[config.mk]
export PLATFORM = sky130hd
export DESIGN_NAME = pipe_sequencer_flat
export DESIGN_NICKNAME = d
export VERILOG_FILES = /design/src/rtl/pipe_sequencer_if.sv /design/src/rtl/pipe_sequencer.sv /design/src/flat_wrapper.sv
export SDC_FILE = /design/constraint.sdc
export NUM_CORES = 1
export LEC_CHECK = 0
export ABC_AREA = 1
export CAP_MARGIN = 20
export CELL_PAD_IN_SITES_DETAIL_PLACEMENT = 2
export CELL_PAD_IN_SITES_GLOBAL_PLACEMENT = 2
export CORE_MARGIN = 1
export CORE_UTILIZATION = 16
export CTS_BUF_LIST = sky130_fd_sc_hd__clkbuf_8
export CTS_CLUSTER_DIAMETER = 150
export DETAILED_ROUTE_END_ITERATION = 10
export HOLD_SLACK_MARGIN = 0.02
export MAX_ROUTING_LAYER = met4
export PLACE_DENSITY_LB_ADDON = 0.3
export SYNTH_ARGS = -nofsm -noshare
export SYNTH_HDL_FRONTEND = slang
export SYNTH_SLANG_ARGS = --single-unit
[constraint.sdc]
create_clock -name clk -period 1.95 [get_ports clk]
set_clock_uncertainty 0.05 [all_clocks]
set_input_delay 0.39 -clock clk [delete_from_list [all_inputs] [get_ports clk]]
set_output_delay 0.39 -clock clk [all_outputs]
set_load 0.01 [all_outputs]
[src/rtl/pipe_sequencer_if.sv]
// Control bundle between the pipeline datapath and pipe_sequencer.
// Counter signals exist only when PIPE_PERF_CNT_EN is defined.
interface pipe_sequencer_if #(
   parameter int unsigned CNT_W = 32
) ();
   logic [31:0] inst_d;
   logic [31:0] inst_x;
   logic        br_taken_x;
   logic        dmem_req_m;
   logic        dmem_ack_m;
   logic        halt_req;
   logic        pc_en;
   logic        ifid_en;
   logic        idex_en;
   logic        exmem_en;
   logic        ifid_flush;
   logic        idex_flush;
   logic        memwb_flush;
   logic        halted;
   logic        timeout_err;
`ifdef PIPE_PERF_CNT_EN
   logic [CNT_W-1:0] ldstall_cnt;
   logic [CNT_W-1:0] flush_cnt;
   logic [CNT_W-1:0] memwait_cnt;

   modport master (
      input  inst_d, inst_x, br_taken_x, dmem_req_m, dmem_ack_m, halt_req,
      output pc_en, ifid_en, idex_en, exmem_en, ifid_flush, idex_flush, memwb_flush,
      output halted, timeout_err, ldstall_cnt, flush_cnt, memwait_cnt
   );
   modport slave (
      output inst_d, inst_x, br_taken_x, dmem_req_m, dmem_ack_m, halt_req,
      input  pc_en, ifid_en, idex_en, exmem_en, ifid_flush, idex_flush, memwb_flush,
      input  halted, timeout_err, ldstall_cnt, flush_cnt, memwait_cnt
   );
`else
   modport master (
      input  inst_d, inst_x, br_taken_x, dmem_req_m, dmem_ack_m, halt_req,
      output pc_en, ifid_en, idex_en, exmem_en, ifid_flush, idex_flush, memwb_flush,
      output halted, timeout_err
   );
   modport slave (
      output inst_d, inst_x, br_taken_x, dmem_req_m, dmem_ack_m, halt_req,
      input  pc_en, ifid_en, idex_en, exmem_en, ifid_flush, idex_flush, memwb_flush,
      input  halted, timeout_err
   );
`endif
endinterface

[src/rtl/pipe_sequencer.sv]
// Stall/flush sequencer for the 5-stage pipeline: load-use, branch flush, mem freeze, halt drain.
// Optional perf counters enabled by defining PIPE_PERF_CNT_EN.
module pipe_sequencer #(
   parameter int unsigned MEM_TIMEOUT  = 16,
   parameter int unsigned DRAIN_CYCLES = 3,
   parameter int unsigned CNT_W        = 32
) (
   input logic              clk,
   input logic              rst_n,
   pipe_sequencer_if.master bus
);
   localparam int unsigned WaitW  = (MEM_TIMEOUT > 2) ? $clog2(MEM_TIMEOUT) : 1;
   localparam int unsigned DrainW = $clog2(DRAIN_CYCLES + 1);

   typedef enum logic [1:0] {StRun, StMemWait, StDrain, StHalted} state_e;

   state_e             state_q;
   logic [WaitW-1:0]   wait_cnt_q;
   logic [DrainW-1:0]  drain_cnt_q;
   logic               timeout_q;

   logic [6:0] opc_x, opc_d;
   logic [4:0] rd_x;
   logic       rs1_used, rs2_used, load_use, mem_stall, wait_expired;

   always_comb begin
      opc_x     = bus.inst_x[6:0];
      opc_d     = bus.inst_d[6:0];
      rd_x      = bus.inst_x[11:7];
      rs1_used  = !(opc_d inside {7'b0110111, 7'b0010111, 7'b1101111});
      rs2_used  = opc_d inside {7'b0110011, 7'b0100011, 7'b1100011};
      load_use  = (opc_x == 7'b0000011) && (rd_x != 5'd0) &&
                  ((rs1_used && (rd_x == bus.inst_d[19:15])) ||
                   (rs2_used && (rd_x == bus.inst_d[24:20])));
      mem_stall    = bus.dmem_req_m && !bus.dmem_ack_m;
      wait_expired = (wait_cnt_q == WaitW'(MEM_TIMEOUT - 1));
   end

   logic pc_en, ifid_en, idex_en, exmem_en, ifid_flush, idex_flush, memwb_flush;

   always_comb begin
      pc_en       = 1'b1;
      ifid_en     = 1'b1;
      idex_en     = 1'b1;
      exmem_en    = 1'b1;
      ifid_flush  = 1'b0;
      idex_flush  = 1'b0;
      memwb_flush = 1'b0;
      unique case (state_q)
         StRun: begin
            if (mem_stall) begin
               {pc_en, ifid_en, idex_en, exmem_en} = 4'b0000;
               memwb_flush = 1'b1;
            end else if (bus.br_taken_x) begin
               ifid_flush = 1'b1;
               idex_flush = 1'b1;
            end else if (load_use) begin
               pc_en      = 1'b0;
               ifid_en    = 1'b0;
               idex_flush = 1'b1;
            end else if (bus.halt_req) begin
               pc_en      = 1'b0;
               ifid_flush = 1'b1;
            end
         end
         StMemWait: begin
            if (!bus.dmem_ack_m) begin
               {pc_en, ifid_en, idex_en, exmem_en} = 4'b0000;
               memwb_flush = 1'b1;
            end
         end
         StDrain: begin
            if (mem_stall) begin
               {pc_en, ifid_en, idex_en, exmem_en} = 4'b0000;
               memwb_flush = 1'b1;
            end else begin
               pc_en      = 1'b0;
               ifid_flush = 1'b1;
            end
         end
         StHalted: begin
            {pc_en, ifid_en, idex_en, exmem_en} = 4'b0000;
            {ifid_flush, idex_flush, memwb_flush} = 3'b111;
         end
         default: ;
      endcase
   end

   // Reset acts combinationally on the controls, ahead of the registered state.
   assign bus.pc_en       = rst_n & pc_en;
   assign bus.ifid_en     = rst_n & ifid_en;
   assign bus.idex_en     = rst_n & idex_en;
   assign bus.exmem_en    = rst_n & exmem_en;
   assign bus.ifid_flush  = ~rst_n | ifid_flush;
   assign bus.idex_flush  = ~rst_n | idex_flush;
   assign bus.memwb_flush = ~rst_n | memwb_flush;
   assign bus.halted      = (state_q == StHalted);
   assign bus.timeout_err = timeout_q;

   always_ff @(posedge clk or negedge rst_n) begin
      if (!rst_n) begin
         state_q     <= StRun;
         wait_cnt_q  <= '0;
         drain_cnt_q <= '0;
         timeout_q   <= 1'b0;
      end else begin
         unique case (state_q)
            StRun: begin
               if (mem_stall) begin
                  state_q    <= StMemWait;
                  wait_cnt_q <= '0;
               end else if (!bus.br_taken_x && !load_use && bus.halt_req) begin
                  state_q     <= StDrain;
                  drain_cnt_q <= DrainW'(DRAIN_CYCLES);
                  wait_cnt_q  <= '0;
               end
            end
            StMemWait: begin
               if (bus.dmem_ack_m) begin
                  state_q <= StRun;
               end else if (wait_expired) begin
                  timeout_q <= 1'b1;
                  state_q   <= StHalted;
               end else begin
                  wait_cnt_q <= wait_cnt_q + WaitW'(1);
               end
            end
            StDrain: begin
               if (mem_stall) begin
                  if (wait_expired) begin
                     timeout_q <= 1'b1;
                     state_q   <= StHalted;
                  end else begin
                     wait_cnt_q <= wait_cnt_q + WaitW'(1);
                  end
               end else begin
                  wait_cnt_q  <= '0;
                  drain_cnt_q <= drain_cnt_q - DrainW'(1);
                  if (drain_cnt_q == DrainW'(1)) state_q <= StHalted;
               end
            end
            StHalted: ;
            default: state_q <= StHalted;
         endcase
      end
   end

`ifdef PIPE_PERF_CNT_EN
   logic [CNT_W-1:0] ldstall_q, flush_q, memwait_q;
   logic             ldstall_inc, flush_inc, memwait_inc;

   always_comb begin
      ldstall_inc = (state_q == StRun) && !mem_stall && !bus.br_taken_x && load_use;
      flush_inc   = (state_q == StRun) && !mem_stall && bus.br_taken_x;
      memwait_inc = ((state_q == StRun) && mem_stall) ||
                    ((state_q == StMemWait) && !bus.dmem_ack_m) ||
                    ((state_q == StDrain) && mem_stall);
   end

   // Counters saturate at all-ones rather than wrapping.
   always_ff @(posedge clk or negedge rst_n) begin
      if (!rst_n) begin
         ldstall_q <= '0;
         flush_q   <= '0;
         memwait_q <= '0;
      end else begin
         if (ldstall_inc && !(&ldstall_q)) ldstall_q <= ldstall_q + CNT_W'(1);
         if (flush_inc && !(&flush_q))     flush_q   <= flush_q + CNT_W'(1);
         if (memwait_inc && !(&memwait_q)) memwait_q <= memwait_q + CNT_W'(1);
      end
   end

   assign bus.ldstall_cnt = ldstall_q;
   assign bus.flush_cnt   = flush_q;
   assign bus.memwait_cnt = memwait_q;
`endif
endmodule

[src/flat_wrapper.sv]
// flat-port wrapper written by rule: the top's interface ports become plain ports
module pipe_sequencer_flat 
#(
   parameter int unsigned MEM_TIMEOUT  = 16,
   parameter int unsigned DRAIN_CYCLES = 3,
   parameter int unsigned CNT_W        = 32
)
  (clk, rst_n, bus_inst_d, bus_inst_x, bus_br_taken_x, bus_dmem_req_m, bus_dmem_ack_m, bus_halt_req, bus_pc_en, bus_ifid_en, bus_idex_en, bus_exmem_en, bus_ifid_flush, bus_idex_flush, bus_memwb_flush, bus_halted, bus_timeout_err);
  pipe_sequencer_if #(.CNT_W(CNT_W)) bus_i ();
  input logic clk;
  input logic rst_n;
  input wire logic [$bits(bus_i.inst_d)-1:0] bus_inst_d;
  input wire logic [$bits(bus_i.inst_x)-1:0] bus_inst_x;
  input wire logic [$bits(bus_i.br_taken_x)-1:0] bus_br_taken_x;
  input wire logic [$bits(bus_i.dmem_req_m)-1:0] bus_dmem_req_m;
  input wire logic [$bits(bus_i.dmem_ack_m)-1:0] bus_dmem_ack_m;
  input wire logic [$bits(bus_i.halt_req)-1:0] bus_halt_req;
  output wire logic [$bits(bus_i.pc_en)-1:0] bus_pc_en;
  output wire logic [$bits(bus_i.ifid_en)-1:0] bus_ifid_en;
  output wire logic [$bits(bus_i.idex_en)-1:0] bus_idex_en;
  output wire logic [$bits(bus_i.exmem_en)-1:0] bus_exmem_en;
  output wire logic [$bits(bus_i.ifid_flush)-1:0] bus_ifid_flush;
  output wire logic [$bits(bus_i.idex_flush)-1:0] bus_idex_flush;
  output wire logic [$bits(bus_i.memwb_flush)-1:0] bus_memwb_flush;
  output wire logic [$bits(bus_i.halted)-1:0] bus_halted;
  output wire logic [$bits(bus_i.timeout_err)-1:0] bus_timeout_err;
  assign bus_i.inst_d = bus_inst_d;
  assign bus_i.inst_x = bus_inst_x;
  assign bus_i.br_taken_x = bus_br_taken_x;
  assign bus_i.dmem_req_m = bus_dmem_req_m;
  assign bus_i.dmem_ack_m = bus_dmem_ack_m;
  assign bus_i.halt_req = bus_halt_req;
  assign bus_pc_en = bus_i.pc_en;
  assign bus_ifid_en = bus_i.ifid_en;
  assign bus_idex_en = bus_i.idex_en;
  assign bus_exmem_en = bus_i.exmem_en;
  assign bus_ifid_flush = bus_i.ifid_flush;
  assign bus_idex_flush = bus_i.idex_flush;
  assign bus_memwb_flush = bus_i.memwb_flush;
  assign bus_halted = bus_i.halted;
  assign bus_timeout_err = bus_i.timeout_err;
  pipe_sequencer #(.MEM_TIMEOUT(MEM_TIMEOUT), .DRAIN_CYCLES(DRAIN_CYCLES), .CNT_W(CNT_W)) u_core (.clk(clk), .rst_n(rst_n), .bus(bus_i));
endmodule
==> results.tsv, run 1 <==
metric	value	unit
io pins	79	
CTS buffer count	3	
fin crit share	1.041	
Core ar.	6422	µm²
Area Overhead vs Synth	85.78	%
Max Cap Viol	0	
Synth async-reset ratio	1.000	
Iter 0 DRT Violations	23	
initial antenna violation count	0	
setup TNS	-0.3818	ns
die span in x	83.91	µm
Max stage delay on crit path	0.41	ns
GPL Wtd Cong	0.7940	
Net Count, Synth	258	
worst-case clock buffer depth	2	
Primary FF master, synth	dfrtp_1	
first-pass GRT wire length	7665	µm
adder-cell share of the synthesized area	0.06993	
Data arrival, critical path	1.59	ns
drt drc	9	
Critical Path Start Type	flip-flop	
Worst Path Required	1.51	ns
Root Buffer	clkbuf_8	
Hold Path Origin	u_core.bus.timeout_err	
Final nets	344	
Initial Util	0.1672	
Syn Std Cell Area	1074	µm²
CTS tree	built	
Compound-Gate Fraction of Synth Area	0.1084	
GRT overflow	0	
setup violators final	7	
fmax	492.4	MHz
vias in the first global route	1612	
area post-placement	1800	µm²
status	complete, but fails checks	
DIE AREA	7041	µm²
largest family of logic cells by synthesized area	simple AND/OR/NAND/NOR gates	
crit end category	output pin	
via count	1486	
Yosys reg bits	9	
IO buf count	43	
Most common cell on crit path	nand2_1	
FF-to-FF Start	u_core.state_q[1]	
Routed Antenna Nets	0	
post-synth cell types	27	
simple-gate share of the synthesized area	0.4639	
measured slew at the worst slew-check pin	0.3577	ns
Fin. Hold Viols	0	
HP Class	reg2reg	
Clock Sinks	9	
clock latency on the worst-skew pair	0.23	ns
failing checks	design-rule violations, negative setup slack	
Final Non-Filler Cells	344	
critical path class	reg2out	
Syn. warnings	0	
post-synthesis mux area share	0	
Slew Limit Fails	0	
final setup margin	-0.08074	ns
# H-tree levels	1	
Overall Global Routing Usage	0.1416	
pin count of the biggest net entering global routing	9	
Synth Instances	182	
EDFF count, synth	0	
design area	1994	µm²
Syn Area/Cell	5.899	µm²
row count	29	
RSZ-0062 raised after global routing	yes	
antenna diode count	0	
Die Ht	83.91	µm
PwrDens	996.9	nW/µm²
final WL	4807	µm
Max Fanout on Critical Path	3	
vias per cell	4.320	
Worst VDD drop	0.4243	mV
Slew headroom	0.7602	
DRT Pass-1 Iters	6	
crit-path cells	buf_6 > ha_4 > inv_2 > nor2_4 > buf_4 > nor2_2 > o21ai_1 > nand2_1 > nand2_1 > buf_2	
ratio of cells with drive above 1 in the final layout	0.4607	
# placed instances	328	
Tot Pwr	1.988	mW
xor/xnor share of the synthesized area	0.03263	
register area share after synthesis	0.2098	
# fillers	766	
DP HPWL	3806	µm
final period demand of the worst path	2.031	ns
cell leakage power	1.040	nW
slowest CP cell	dfrtp_1	
clock-pin slew on the worst setup and hold paths	0.05	ns
routed length per instance	13.97	µm
crit path launch	u_core.state_q[1]	
cell usage after synthesis (2+ instances only):
cell     count  area, µm²
nand2_1     60      225.2
inv_1       29      108.9
nor2_1      22      82.58
a21oi_1      9      45.04
dfrtp_1      9      225.2
nand3_1      7      35.03
nand4_1      7      43.79
o21ai_0      7      35.03
ha_1         6      75.07
nor3_1       4      20.02
inv_2        2      7.510
nand2_2      2      12.51
nand3_2      2      20.02
xnor2_1      2      17.52
xor2_1       2      17.52
layout make-up:
type                    instances  area (µm²)  area share
inverters                      31       123.9     0.06211
flip-flops and latches          9       225.2      0.1129
clock inverters                 1       3.754    0.001882
clock buffers                   3       41.29     0.02070
well taps                      77       96.34     0.04831
multi-input cells             141       880.8      0.4417
repair buffers                 82       623.1      0.3124
registers in the layout (all words and copies together), names as in the netlist:
signal                  cells
u_core.state_q              2
u_core.bus.timeout_err      1
u_core.wait_cnt_q           4
u_core.drain_cnt_q          2
repair_timing:
item                                    in CTS  in global routing
pin swaps                                   48                 28
endpoints found under the setup margin      16                 16
gates resized for setup                    163                 33
hold endpoints to repair                     0                  0
hold buffers                                 0                  0
setup buffers                                6                  7
cells by family after synthesis:
logic type | count (synthesis)
flops | 9
simple gates | 110
buf+inv | 32
fa+ha+maj | 6
xor+xnor | 4
compound gates | 21
layout by cell type (no fill, tap or decap), types with 5 or more instances in the layout:
cell           instances
nand4_1                7
nand3_1                5
nand2_2               10
dfrtp_1                9
a21oi_2                6
buf_6                 11
nand2_1               52
inv_1                 16
buf_2                 22
buf_4                 33
inv_2                 13
nor2_1                19
dlygate4sd2_1          5
per-layer routing:
layer | routed length [µm] | share of wire | vias up | GRT usage
li1 | - | - | 748 | -
met1 | 1934 | 0.40 | 701 | 0.1540
met2 | 2600 | 0.54 | 29 | 0.2623
met3 | 163 | 0.034 | 8 | 0.02275
met4 | 108 | 0.022 | 0 | 0.04389
met5 | 0 | 0 | - | -
per-stage QoR:
step / util / hold WS [ns] / setup slack (ns)
2_1_floorplan: - / 0.04441 / 0.005674
3_3_place_gp: 0.2803 / 0.4266 / -0.9113
3_5_place_dp: 0.2803 / 0.4179 / -0.9808
4_1_cts: 0.2948 / 0.4297 / -0.09879
5_1_grt: 0.3105 / 0.4492 / -0.1837
6_report: 0.3105 / 0.4256 / -0.08074
power breakdown:
group	internal, mW	switching (mW)
sequential	0.239	0.0443
combinational	0.728	0.761
clock	0.137	0.0782
final timing paths:
kind,endpoint,slack [ns],depth (start not counted)
worst max-delay path,bus_ifid_flush,-0.08,10
worst min-delay path,u_core.bus.timeout_err,0.43,2
worst max register to register,u_core.wait_cnt_q[2],0.21,10
worst min register to register,u_core.bus.timeout_err,0.43,2
max in group asynchronous,u_core.state_q[1],1.04,3
min in group asynchronous,u_core.drain_cnt_q[1],0.52,2
worst max-delay path, delay by kind of cell (launching register included):
kind                     cells  cell delay, ns
AO/OA/AOI/OAI                1            0.07
buffers and inverters        4            0.48
flip-flops                   1            0.41
adder cells (fa/ha/maj)      1            0.15
AND/OR/NAND/NOR              4            0.24
Power figures use the tool's default switching activity.
==> inputs of run 2 (changes only) <==
--- a/config.mk
+++ b/config.mk
@@ -10,7 +10,7 @@
 export CELL_PAD_IN_SITES_DETAIL_PLACEMENT = 2
 export CELL_PAD_IN_SITES_GLOBAL_PLACEMENT = 2
 export CORE_MARGIN = 1
-export CORE_UTILIZATION = 16
+export CORE_UTILIZATION = 14
 export CTS_BUF_LIST = sky130_fd_sc_hd__clkbuf_8
 export CTS_CLUSTER_DIAMETER = 150
 export DETAILED_ROUTE_END_ITERATION = 10
==> constraint.sdc (replaced) <==
create_clock -name clk -period 1.76 [get_ports clk]
set_clock_uncertainty 0.05 [all_clocks]
set_input_delay 0.352 -clock clk [delete_from_list [all_inputs] [get_ports clk]]
set_output_delay 0.352 -clock clk [all_outputs]
set_load 0.01 [all_outputs]
==> run 2 against run 1 <==
The flow finishes with violations (negative setup slack). Critical path depth down 1. Largest power group unchanged. Count of clock-buffer cells in the layout unchanged. Clock power up 16%. Largest cell class unchanged. Via count down 0.40%. Worst hold slack worse by 0.049 ns. Power up 14%.
==> results.tsv, run 2 (synthesized netlist as in run 1, its figures left out) <==
metric	value	unit
status	complete, but fails checks	
failing checks	negative setup slack	
FF-to-FF Start	u_core.state_q[1]	
crit end category	output pin	
clock network power share	0.111	
RSZ-0062 raised after global routing	yes	
measured slew at the worst slew-check pin	0.3019	ns
most frequent cells in the layout	nand2_1, buf_4, buf_2, nor2_1, inv_1	
CTS buffer count	3	
CTS Hold Bufs	0	
Slew Limit Fails	0	
DIE AREA	8022	µm²
clock latency on the worst-skew pair	0.24	ns
critical path class	reg2out	
Overall Global Routing Usage	0.1336	
slowest CP cell	dfrtp_1	
Clock Sinks	9	
ratio of cells with drive above 1 in the final layout	0.5018	
Hold WS	0.3769	ns
Max stage delay on crit path	0.40	ns
fmax	501.0	MHz
Routed Antenna Nets	0	
vias per cell	4.000	
Worst Setup EP	bus_pc_en	
Reg power frac	0.138	
Max Cap Viol	0	
HP Class	in2async	
commonest non-fill, non-tap cell in the layout	nand2_1	
Fin. Hold Viols	0	
final setup margin	-0.2360	ns
Worst Path Required	1.36	ns
first-pass GRT wire length	7907	µm
Net Sw Frac	0.4476	
number of flip-flops in the largest register	4	
Slew headroom	0.7985	
DRT Pass-1 Iters	2	
worst r2r path cells	10	
combinational power share	0.751	
row count	31	
fin crit share	1.134	
via count	1480	
Core ar.	7331	µm²
drt drc	0	
GRT overflow	0	
CTS tree	built	
initial antenna violation count	0	
die span in x	89.57	µm
GPL Wtd Cong	0.7527	
antenna diode count	0	
PwrDens	1103	nW/µm²
worst-case clock buffer depth	2	
final WL	5060	µm
r2r setup slk	0.02	ns
internal power	1.251	mW
Buffers & Inverters on Critical Path	4	
crit-path cells	inv_2 > ha_4 > inv_4 > nor2_4 > inv_2 > a21oi_2 > nand2_1 > a21oi_2 > buf_2	
DP HPWL	3911	µm
pin count of the biggest net entering global routing	9	
Critical Path Start Type	flip-flop	
Data arrival, critical path	1.59	ns
Most flops, register	u_core.wait_cnt_q	
Worst VDD drop	0.4319	mV
final core utilization	0.2801	
Die Ht	89.57	µm
io pins	79	
# H-tree levels	1	
cell leakage power	1.072	nW
FF-to-FF End	u_core.wait_cnt_q[2]	
P_sw	1.014	mW
IO buf count	43	
Root Buffer	clkbuf_8	
Final nets	348	
final period demand of the worst path	1.996	ns
Max Fanout on Critical Path	3	
Initial Util	0.1464	
WP depth	9	
Iter 0 DRT Violations	18	
Area Overhead vs Synth	91.26	%
# fillers	887	
setup violators final	7	
biggest regs	u_core.wait_cnt_q: 4 flops, u_core.drain_cnt_q: 2 flops, u_core.state_q: 2 flops	
routed length per instance	13.68	µm
crit path launch	u_core.state_q[1]	
CP delay by family, top	flip-flops	
clock-pin slew on the worst setup and hold paths	0.05	ns
vias in the first global route	1654	
-- run 2: power groups by stage --
stage / sequential, mW / clock, mW / combinational [mW]
after global placement: 0.311 / 0 / 1.39
final: 0.312 / 0.251 / 1.70
after floorplan: 0.320 / 0 / 0.690
after detailed placement: 0.312 / 0 / 1.42
after CTS: 0.313 / 0.261 / 1.60
after global routing: 0.321 / 0.268 / 1.88
-- run 2: worst reg2reg max path: cells and delay by family (launching register included) --
family	cells	cell delay, ns
simple gates	4	0.46
buf+inv	4	0.42
flops	1	0.40
compound gates	1	0.20
fa+ha+maj	1	0.16
-- run 2: repair_timing --
action | 4_1_cts | 5_1_grt
pin swaps | 37 | 38
hold endpoints to repair | 0 | 0
gates resized for setup | 140 | 47
setup endpoints to repair | 16 | 15
setup buffers | 10 | 1
gates cloned | 0 | 0
-- run 2: worst min-delay path by stage --
stage                                  end  slack (ns)                   start  cells after the start
finish               u_core.drain_cnt_q[1]        0.38                   rst_n                      2
global route         u_core.drain_cnt_q[1]        0.39                   rst_n                      2
CTS                  u_core.drain_cnt_q[1]        0.38                   rst_n                      2
detailed placement  u_core.bus.timeout_err        0.42  u_core.bus.timeout_err                      2
global placement     u_core.drain_cnt_q[1]        0.42   u_core.drain_cnt_q[1]                      2
floorplan           u_core.bus.timeout_err       0.006                   rst_n                      0
-- run 2: cell type report --
| class | count | area, µm² | area share |
|---|---|---|---|
| Tap cell | 99 | 123.9 | 0.06033 |
| Inverter | 31 | 126.4 | 0.06155 |
| Multi-Input combinational cell | 141 | 910.9 | 0.4436 |
| Sequential cell | 9 | 226.5 | 0.1103 |
| Clock buffer | 3 | 41.29 | 0.02011 |
| Clock inverter | 1 | 3.754 | 0.001828 |
| Timing Repair Buffer | 86 | 620.6 | 0.3023 |
-- run 2: metrics by stage --
| stage | worst slack, ns | total power [mW] | TNS, ns | std cells | instance area, µm² |
|---|---|---|---|---|---|
| after detailed placement | -1.069 | 1.733 | -10.56 | 356 | 1898 |
| after CTS | -0.2559 | 2.171 | -1.519 | 369 | 2022 |
| after global placement | -1.046 | 1.697 | -10.06 | 356 | 1898 |
| after floorplan | -0.001782 | 1.010 | -0.001782 | 182 | 1104 |
| after global routing | -0.3364 | 2.471 | -2.348 | 370 | 2053 |
| final | -0.2360 | 2.265 | -1.481 | 370 | 2053 |
-- run 2: routing by layer --
layer | routed length, µm | vias to the layer above | track usage
li1 | - | 751 | -
met3 | 114 | 2 | 0.01200
met2 | 2818 | 22 | 0.2534
met5 | 0 | - | -
met1 | 2112 | 705 | 0.1547
met4 | 14 | 0 | 0.01732
